`src/rtl/imm_gen_pkg.sv`:
```
// rtl/imm_gen_pkg.sv - immediate formats, opcodes and decode function; IMM_GEN_CSR_EN enables FMT_Z for CSR*I
package imm_gen_pkg;

    typedef enum logic [2:0] {
        FMT_NONE = 3'd0,
        FMT_I    = 3'd1,
        FMT_S    = 3'd2,
        FMT_B    = 3'd3,
        FMT_U    = 3'd4,
        FMT_J    = 3'd5,
        FMT_Z    = 3'd6,
        FMT_R    = 3'd7
    } fmt_e;

    localparam logic [6:0] OP_LOAD   = 7'b0000011;
    localparam logic [6:0] OP_IMM    = 7'b0010011;
    localparam logic [6:0] OP_AUIPC  = 7'b0010111;
    localparam logic [6:0] OP_STORE  = 7'b0100011;
    localparam logic [6:0] OP_REG    = 7'b0110011;
    localparam logic [6:0] OP_LUI    = 7'b0110111;
    localparam logic [6:0] OP_BRANCH = 7'b1100011;
    localparam logic [6:0] OP_JALR   = 7'b1100111;
    localparam logic [6:0] OP_JAL    = 7'b1101111;
    localparam logic [6:0] OP_SYSTEM = 7'b1110011;

    // Immediate is always built at 64 bits; callers keep the low XLEN bits.
    typedef struct packed {
        logic [63:0] imm;
        fmt_e        fmt;
        logic        illegal;
    } dec_t;

    function automatic dec_t imm_decode(input logic [31:0] instr, input logic is64);
        dec_t d;
        d.imm     = '0;
        d.fmt     = FMT_NONE;
        d.illegal = 1'b0;
        case (instr[6:0])
            OP_IMM: begin
                d.fmt = FMT_I;
                if (instr[13:12] == 2'b01)
                    d.imm = is64 ? {58'b0, instr[25:20]} : {59'b0, instr[24:20]};
                else
                    d.imm = {{52{instr[31]}}, instr[31:20]};
            end
            OP_LOAD, OP_JALR: begin
                d.fmt = FMT_I;
                d.imm = {{52{instr[31]}}, instr[31:20]};
            end
            OP_SYSTEM: begin
`ifdef IMM_GEN_CSR_EN
                if (instr[14]) begin
                    d.fmt = FMT_Z;
                    d.imm = {59'b0, instr[19:15]};
                end else begin
                    d.fmt = FMT_I;
                    d.imm = {{52{instr[31]}}, instr[31:20]};
                end
`else
                d.fmt = FMT_I;
                d.imm = {{52{instr[31]}}, instr[31:20]};
`endif
            end
            OP_STORE: begin
                d.fmt = FMT_S;
                d.imm = {{52{instr[31]}}, instr[31:25], instr[11:7]};
            end
            OP_BRANCH: begin
                d.fmt = FMT_B;
                d.imm = {{51{instr[31]}}, instr[31], instr[7], instr[30:25], instr[11:8], 1'b0};
            end
            OP_LUI, OP_AUIPC: begin
                d.fmt = FMT_U;
                d.imm = {{32{instr[31]}}, instr[31:12], 12'b0};
            end
            OP_JAL: begin
                d.fmt = FMT_J;
                d.imm = {{43{instr[31]}}, instr[31], instr[19:12], instr[20], instr[30:21], 1'b0};
            end
            OP_REG: d.fmt = FMT_R;
            // Every recognised opcode ends in 2'b11, so compressed encodings land here too.
            default: d.illegal = 1'b1;
        endcase
        return d;
    endfunction

endpackage

```
`src/rtl/imm_gen_skid.sv`:
```
// rtl/imm_gen_skid.sv - generic 2-entry skid buffer (output reg + skid reg) with synchronous flush
module imm_gen_skid #(
    parameter int DW = 8
) (
    input  logic          clk,
    input  logic          reset_n,
    input  logic          flush,
    input  logic          in_valid,
    output logic          in_ready,
    input  logic [DW-1:0] in_data,
    output logic          out_valid,
    input  logic          out_ready,
    output logic [DW-1:0] out_data
);

    logic          r_out_valid;
    logic [DW-1:0] r_out_data;
    logic          r_skid_valid;
    logic [DW-1:0] r_skid_data;
    logic          w_in_fire;
    logic          w_out_free;

    assign in_ready   = ~r_skid_valid;
    assign out_valid  = r_out_valid;
    assign out_data   = r_out_data;
    assign w_in_fire  = in_valid && ~r_skid_valid;
    assign w_out_free = ~r_out_valid || out_ready;

    always_ff @(posedge clk or negedge reset_n) begin
        if (!reset_n) begin
            r_out_valid  <= 1'b0;
            r_out_data   <= '0;
            r_skid_valid <= 1'b0;
            r_skid_data  <= '0;
        end else if (flush) begin
            r_out_valid  <= 1'b0;
            r_skid_valid <= 1'b0;
        end else if (w_out_free) begin
            // Skid entry is older than anything on the input, so it drains first.
            if (r_skid_valid) begin
                r_out_data   <= r_skid_data;
                r_out_valid  <= 1'b1;
                r_skid_valid <= 1'b0;
            end else if (w_in_fire) begin
                r_out_data  <= in_data;
                r_out_valid <= 1'b1;
            end else begin
                r_out_valid <= 1'b0;
            end
        end else if (w_in_fire) begin
            r_skid_data  <= in_data;
            r_skid_valid <= 1'b1;
        end
    end

endmodule

```
`src/rtl/imm_gen_stage.sv`:
```
// rtl/imm_gen_stage.sv - registered immediate decode stage (decode + skid); IMM_GEN_CSR_EN adds FMT_Z decode
module imm_gen_stage
    import imm_gen_pkg::*;
#(
    parameter int INSTRUCTION = 32,
    parameter int XLEN        = 32,
    parameter int TAG_W       = 32
) (
    input  logic                   clk,
    input  logic                   reset_n,
    input  logic                   flush,
    input  logic                   in_valid,
    output logic                   in_ready,
    input  logic [INSTRUCTION-1:0] in_instr,
    input  logic [TAG_W-1:0]       in_tag,
    output logic                   out_valid,
    input  logic                   out_ready,
    output logic [XLEN-1:0]        out_imm,
    output logic [2:0]             out_fmt,
    output logic                   out_illegal,
    output logic [TAG_W-1:0]       out_tag
);

    localparam int PW = XLEN + 3 + 1 + TAG_W;

    dec_t          w_dec;
    logic [PW-1:0] w_in_payload;
    logic [PW-1:0] w_out_payload;
    logic          w_unused_imm;

    assign w_dec        = imm_decode(in_instr, XLEN == 64);
    assign w_unused_imm = ^w_dec.imm;
    assign w_in_payload = {w_dec.imm[XLEN-1:0], w_dec.fmt, w_dec.illegal, in_tag};

    imm_gen_skid #(
        .DW(PW)
    ) u_skid (
        .clk      (clk),
        .reset_n  (reset_n),
        .flush    (flush),
        .in_valid (in_valid),
        .in_ready (in_ready),
        .in_data  (w_in_payload),
        .out_valid(out_valid),
        .out_ready(out_ready),
        .out_data (w_out_payload)
    );

    assign {out_imm, out_fmt, out_illegal, out_tag} = w_out_payload;

endmodule

```
`config.mk`:
```
export PLATFORM = sky130hd
export DESIGN_NAME = imm_gen_stage
export DESIGN_NICKNAME = d
export VERILOG_FILES = /design/src/rtl/imm_gen_pkg.sv /design/src/rtl/imm_gen_skid.sv /design/src/rtl/imm_gen_stage.sv
export SDC_FILE = /design/constraint.sdc
export NUM_CORES = 1
export LEC_CHECK = 0
export ABC_AREA = 1
export CORE_UTILIZATION = 40
export CTS_BUF_LIST = sky130_fd_sc_hd__clkbuf_4
export DETAILED_ROUTE_END_ITERATION = 6
export PLACE_DENSITY = 0.65
export SLEW_MARGIN = 10
export SYNTH_ARGS = -nofsm -noshare
export SYNTH_HDL_FRONTEND = slang
export SYNTH_SLANG_ARGS = --single-unit
```
`constraint.sdc`:
```
create_clock -name clk -period 1.9 [get_ports clk]
set_input_delay 0.38 -clock clk [delete_from_list [all_inputs] [get_ports clk]]
set_output_delay 0.38 -clock clk [all_outputs]
set_load 0.05 [all_outputs]
```
; ---- Word-level counts from Yosys, hierarchy flattened
; Index checks and enable logic that the tools add are counted.
[op_classes]
n_shift = 0
n_bitwise = 4
n_div = 0
eq_ne = 11
n_mul = 0
reduce_logical = 11
mux = 13
magnitude_cmp = 0
add_sub_neg = 0
[op_table]
columns = operator, count
row1 = one-hot mux 32 bit (6 select lines), 1
row2 = 2-to-1 mux 68 bit, 2
row3 = 2-to-1 mux 32 bit, 1
row4 = "equality test 7 bit, second input constant", 4
row5 = "equality test 7 x 6 -> 1 bit, second input constant", 3
row6 = one-hot mux 3 bit (6 select lines), 1
row7 = "equality test 7 x 5 -> 1 bit, second input constant", 2
row8 = OR reduction 10 bit, 1
row9 = 2-to-1 mux 1 bit, 8
row10 = "equality test 7 x 2 -> 1 bit, second input constant", 1
row11 = AND reduction 3 bit, 2
row12 = NOT 1 bit, 4
row13 = nonzero test 2 bit, 2
row14 = OR reduction 4 bit, 1
row15 = nonzero test 3 bit, 1
row16 = OR reduction 3 bit, 1
row17 = "equality test 2 x 1 -> 1 bit, second input constant", 1
row18 = OR reduction 2 bit, 1
row19 = logical AND 1 bit, 1
row20 = logical OR 1 bit, 1
[totals]
n_memories = 0
rom_bits = 0
output_inout_bits = 70
ram_bits = 0
latchBits = 0
register_bits = 138
input_bits = 69

; ---- Longest topological paths before layout
[logic_depth]
ltp_word = 6
ltp_mapped = 11
depth_no_buf = 11

; ---- Modules after synthesis
; A second synthesis with hierarchy kept.
[unflattened]
hier_cells = 1036
area_unflattened_um2 = 7247.0
[by_module_without_submodules]
columns = module, n_inst, cells_each, area_per_inst_um2, seq_area_each_um2
row1 = imm_gen_skid, 1, 824, 6291.0, 3453.3
row2 = imm_gen_stage, 1, 212, 955.9, 0.0

; ---- Worst setup path before layout
; Ideal clock, no wire load.
[synth_path]
path_kind = register to register
from = reg u_skid.r_skid_valid
to = reg u_skid.r_out_data[65], in the netlist u_skid.out_data[65]
setup_time_ps = 118
path_stages_with_launch = 7
t_arrival_ps = 1620
synth_period_minus_slack_ps = 1738
setup_slack_ps = 162
path_cell_list = dfrtp_1 inv_2 buf_2 buf_1 nand3_1 nand2_1 nand2_1
[synth_via]
elab_chain_cells = 4
elab_cells_between_ends = 5
[synth_rtl]
columns = element, line_no
row1 = "start, declared", imm_gen_skid.sv:18  ; logic r_skid_valid;
row2 = "start signal, assigned", imm_gen_skid.sv:33  ; r_skid_valid <= 1'b0;
row3 = "start signal, assigned", imm_gen_skid.sv:37  ; r_skid_valid <= 1'b0;
row4 = "start signal, assigned", imm_gen_skid.sv:43  ; r_skid_valid <= 1'b0;
row5 = NOT 1 bit, --
row6 = named net in_ready, imm_gen_stage.sv:13  ; output logic in_ready,
row7 = logical AND 1 bit, imm_gen_skid.sv:26  ; assign w_in_fire = in_valid && ~r_skid_valid;
row8 = nonzero test 2 bit (no line), --
row9 = AND reduction 3 bit (no line), --
row10 = "end signal, assigned", imm_gen_skid.sv:41  ; r_out_data <= r_skid_data;
row11 = "end signal, assigned", imm_gen_skid.sv:45  ; r_out_data <= in_data;
row12 = "end, declared", imm_gen_skid.sv:17  ; logic [DW-1:0] r_out_data;
; The timed path passes the listed nets, and every way through them passes these cells.
; A chain may end at the register's enable or synchronous reset.

; ---- Worst setup path in the final report
[layout_path]
from = reg u_skid.r_out_data[27], in the netlist u_skid.out_data[27]
to = out out_tag[27]
[layout_rtl]
columns = element, line_no
row1 = "end, declared", imm_gen_stage.sv:21  ; output logic [TAG_W-1:0] out_tag
; No word-level cell between the ends.

==> results.txt <==
Period utilization: 94.7%
Vias per cell: 4.77
Depth of the CTS H-tree: 4
Worst R2R Start: u_skid.r_skid_valid
Critical path cell sequence: clkdlybuf4s15_1
Setup crit end: out_tag[27]
Area occupied by multi-input gates: 2690 µm²
Worst path buffer plus inverter count: 1
Largest cells by area after synthesis: dfrtp_1 52%, nand2_1 15%, nor2_1 5.9%, o21ai_0 5.4%, inv_1 3.6%
Die width: 131 µm
Worst-Skew Late Latency: 540 ps
Worst-path fanout max: 2
Drt drc: 0
Fin. Hold Viols: 0
DRT Wirelength: 16.2 mm
Required @ worst endpoint: 1520 ps
Worst Setup End Kind: primary output
Leakage power: 4.74 nW
Reg-to-Reg End: u_skid.r_skid_data[13]
Slew Viols, Final: 0
Starting density of the core: 41.4%
Library cells used by synthesis: 28
CTS Sinks: 138
RSZ-0062 raised after global routing: false
Core Region: 16100 µm²
Vias in the first global route: 5306
Max Clock Freq: 556 MHz
Met1 wire length: 7.68 mm
Uppermost layer routed: met4
Xor/xnor share of the synthesized area: 0%
Register area share after synthesis: 52.0%
Worst hold-check path type: primary input to async pin
I/O Buffers: 138
Worst R2R Setup Slack: 430 ps
Met3 wire length: 702 µm
Clock Skew: 20.4 ps
CTS root buffer: clkbuf_4
Total GRT Usage: 19.9%
Reg2reg path depth: 5
Synthesized area per cell: 7.77 µm²
Arrival @ worst endpoint: 1420 ps
Met2 Wirelength: 7.66 mm
Grt ovf: 0
CP Launch Type: register
Clk buf depth: 2
Yosys top cell by area: dfrtp_1
Post-layout min period: 1800 ps
Row count: 46
CTS tree: built
Num ports: 139
Post-Synth Simple-Gate Area: 28.0%
Post-layout nets: 1069
Chip Height: 131 µm
Area of the mapped netlist: 6640 µm²
Layout area overhead: 31.2%
Antenna-violating nets left: 0
Clock-pin slew on the worst setup and hold paths: 120 ps
Yosys synthesis warning count: 0
Via count: 5870
Final Util: 54.3%
FF+latch area: 3450 µm²
Max VDD drop: 0.385 mV
Mux contribution to synthesized area: 0%
Flops & latches, synth: 138
Die ar.: 17100 µm²
Fillers: 1525
Share of layout cells above drive strength 1: 15.0%
Num CTS Buffers: 17
WL/cell: 13.2 µm
Detailed placement HPWL: 11.3 mm
Critical path depth: 1
DRT Pass-1 Iters: 5
Pwr dens: 859 nW/µm²
Crit path from: u_skid.out_data[27]
Relative slew slack: 66.8%
Pin count of the biggest net entering global routing: 65
Post-synthesis cell count: 855
CP max stage delay: 510 ps
Routability cong.: 0.789
Area share of the largest cell type after synthesis: 52.0%
First-pass GRT wire length: 26.5 mm
Main combinational cell family by area after synthesis: simple AND/OR/NAND/NOR gates
CP top delay family: buffers and inverters
Initial antenna violation count: 1
Post-Synth Adder-Cell Area: 0%
Compound-Gate Fraction of Synth Area: 12.4%
Outcome: completed
Kind of critical path: register to primary output
Slowest CP cell: clkdlybuf4s15_1
Worst-Margin Slew: 500 ps
Iteration-0 DRC Markers: 358
Sum of negative setup slack: 0 ps
Mapped Nets: 924
Final setup viols: 0
Max-cap violation count: 0
==> stage by stage <==
step	total power, mW	hold WS [ps]	setup WS [ps]	area [µm²]	instances
after floorplan	4.94	84.4	162	6640	855
after global placement	5.69	279	-113	8430	1194
after detailed placement	5.74	277	-136	8430	1194
after CTS	7.58	212	3.62	8690	1228
after global routing	7.93	220	1.13	8720	1230
final	7.49	277	99.9	8720	1230
==> synthesized netlist by cell type <==
cell type / instances
nand2_1: 267
dfrtp_1: 138
nor2_1: 105
o21ai_0: 72
inv_1: 64
o21ai_1: 36
nand3_1: 31
clkbuf_1: 24
a21oi_1: 23
a31oi_1: 23
buf_2: 16
nand3_2: 12
inv_2: 7
nor2_2: 6
nand2_2: 5
nand4_1: 5
buf_6: 4
buf_1: 3
buf_4: 2
nand2_4: 2
nor3_1: 2
or2_2: 2
a21boi_1: 1
a21oi_2: 1
nand3b_4: 1
nor2_4: 1
nor3_2: 1
o21ai_2: 1
==> sequential cells by signal, summed over array words and instances, names as in the netlist <==
signal,count
u_skid.out_data,68
u_skid.r_skid_valid,1
u_skid.r_skid_data,68
u_skid.out_valid,1
==> report_power, final <==
group / total [mW] / internal [mW] / leakage (nW) / switching (mW)
clock network: 1.88 / 0.815 / 0.142 / 1.06
logic: 1.92 / 0.676 / 2.84 / 1.24
registers: 3.69 / 3.43 / 1.77 / 0.261
total: 7.49 / 4.92 / 4.74 / 2.57
==> cell usage in the layout, fill, tap and decap left out, drive strengths merged <==
cell type | netlist | final
clkdlybuf4s50 | 0 | 67
o21ai | 109 | 109
clkbuf | 24 | 26
inv | 71 | 71
dlygate4sd2 | 0 | 7
nor2 | 112 | 112
clkinv | 0 | 6
nand4 | 5 | 5
clkdlybuf4s15 | 0 | 19
buf | 25 | 75
clkinvlp | 0 | 4
nand3 | 43 | 43
a21oi | 24 | 24
dlygate4sd3 | 0 | 1
nor3 | 3 | 3
a21boi | 1 | 1
or2 | 2 | 2
a31oi | 23 | 23
diode | 0 | 1
nand3b | 1 | 1
bufinv | 0 | 2
nand2 | 274 | 274
dfrtp | 138 | 138
==> per-layer routing <==
| metal | GRT usage, % | vias up |
|---|---|---|
| met3 | 4.48 | 10 |
| met2 | 31.5 | 130 |
| met1 | 27.5 | 2717 |
| li1 | - | 3013 |
| met5 | 0 | - |
| met4 | 5.48 | 0 |
==> cell type report <==
| cell class | instances | area share, % |
|---|---|---|
| Sequential cell | 138 | 39.6 |
| Multi-Input combinational cell | 597 | 30.9 |
| Timing Repair Buffer | 175 | 20.1 |
| Tap cell | 216 | 3.10 |
| Inverter | 71 | 3.09 |
| Clock buffer | 20 | 1.72 |
| Clock inverter | 12 | 1.45 |
| Antenna cell | 1 | 0.0287 |
==> logic make-up after synthesis <==
kind of cell / count (synthesis)
AO/OA/AOI/OAI: 157
buffers and inverters: 120
flip-flops: 138
AND/OR/NAND/NOR: 440
==> worst min-delay path by stage <==
stage,startpoint,to,slack (ps)
finish,reset_n,u_skid.r_skid_data[39],280
global route,reset_n,u_skid.r_skid_data[39],220
detailed placement,reset_n,u_skid.r_skid_data[25],280
floorplan,reset_n,u_skid.out_data[0],80
global placement,reset_n,u_skid.r_skid_data[27],280
CTS,reset_n,u_skid.out_data[39],210
==> repair_timing <==
| action | CTS | global route |
|---|---|---|
| gates cloned | 0 | 1 |
| endpoints found under the hold margin | 110 | 0 |
| gates resized for setup | 35 | 26 |
| buffers inserted | 1 | 0 |
| hold buffers | 1 | 0 |
| endpoints found under the setup margin | 32 | 23 |
| pin swaps | 0 | 0 |
Note: power is estimated with default switching activity, not from simulation.
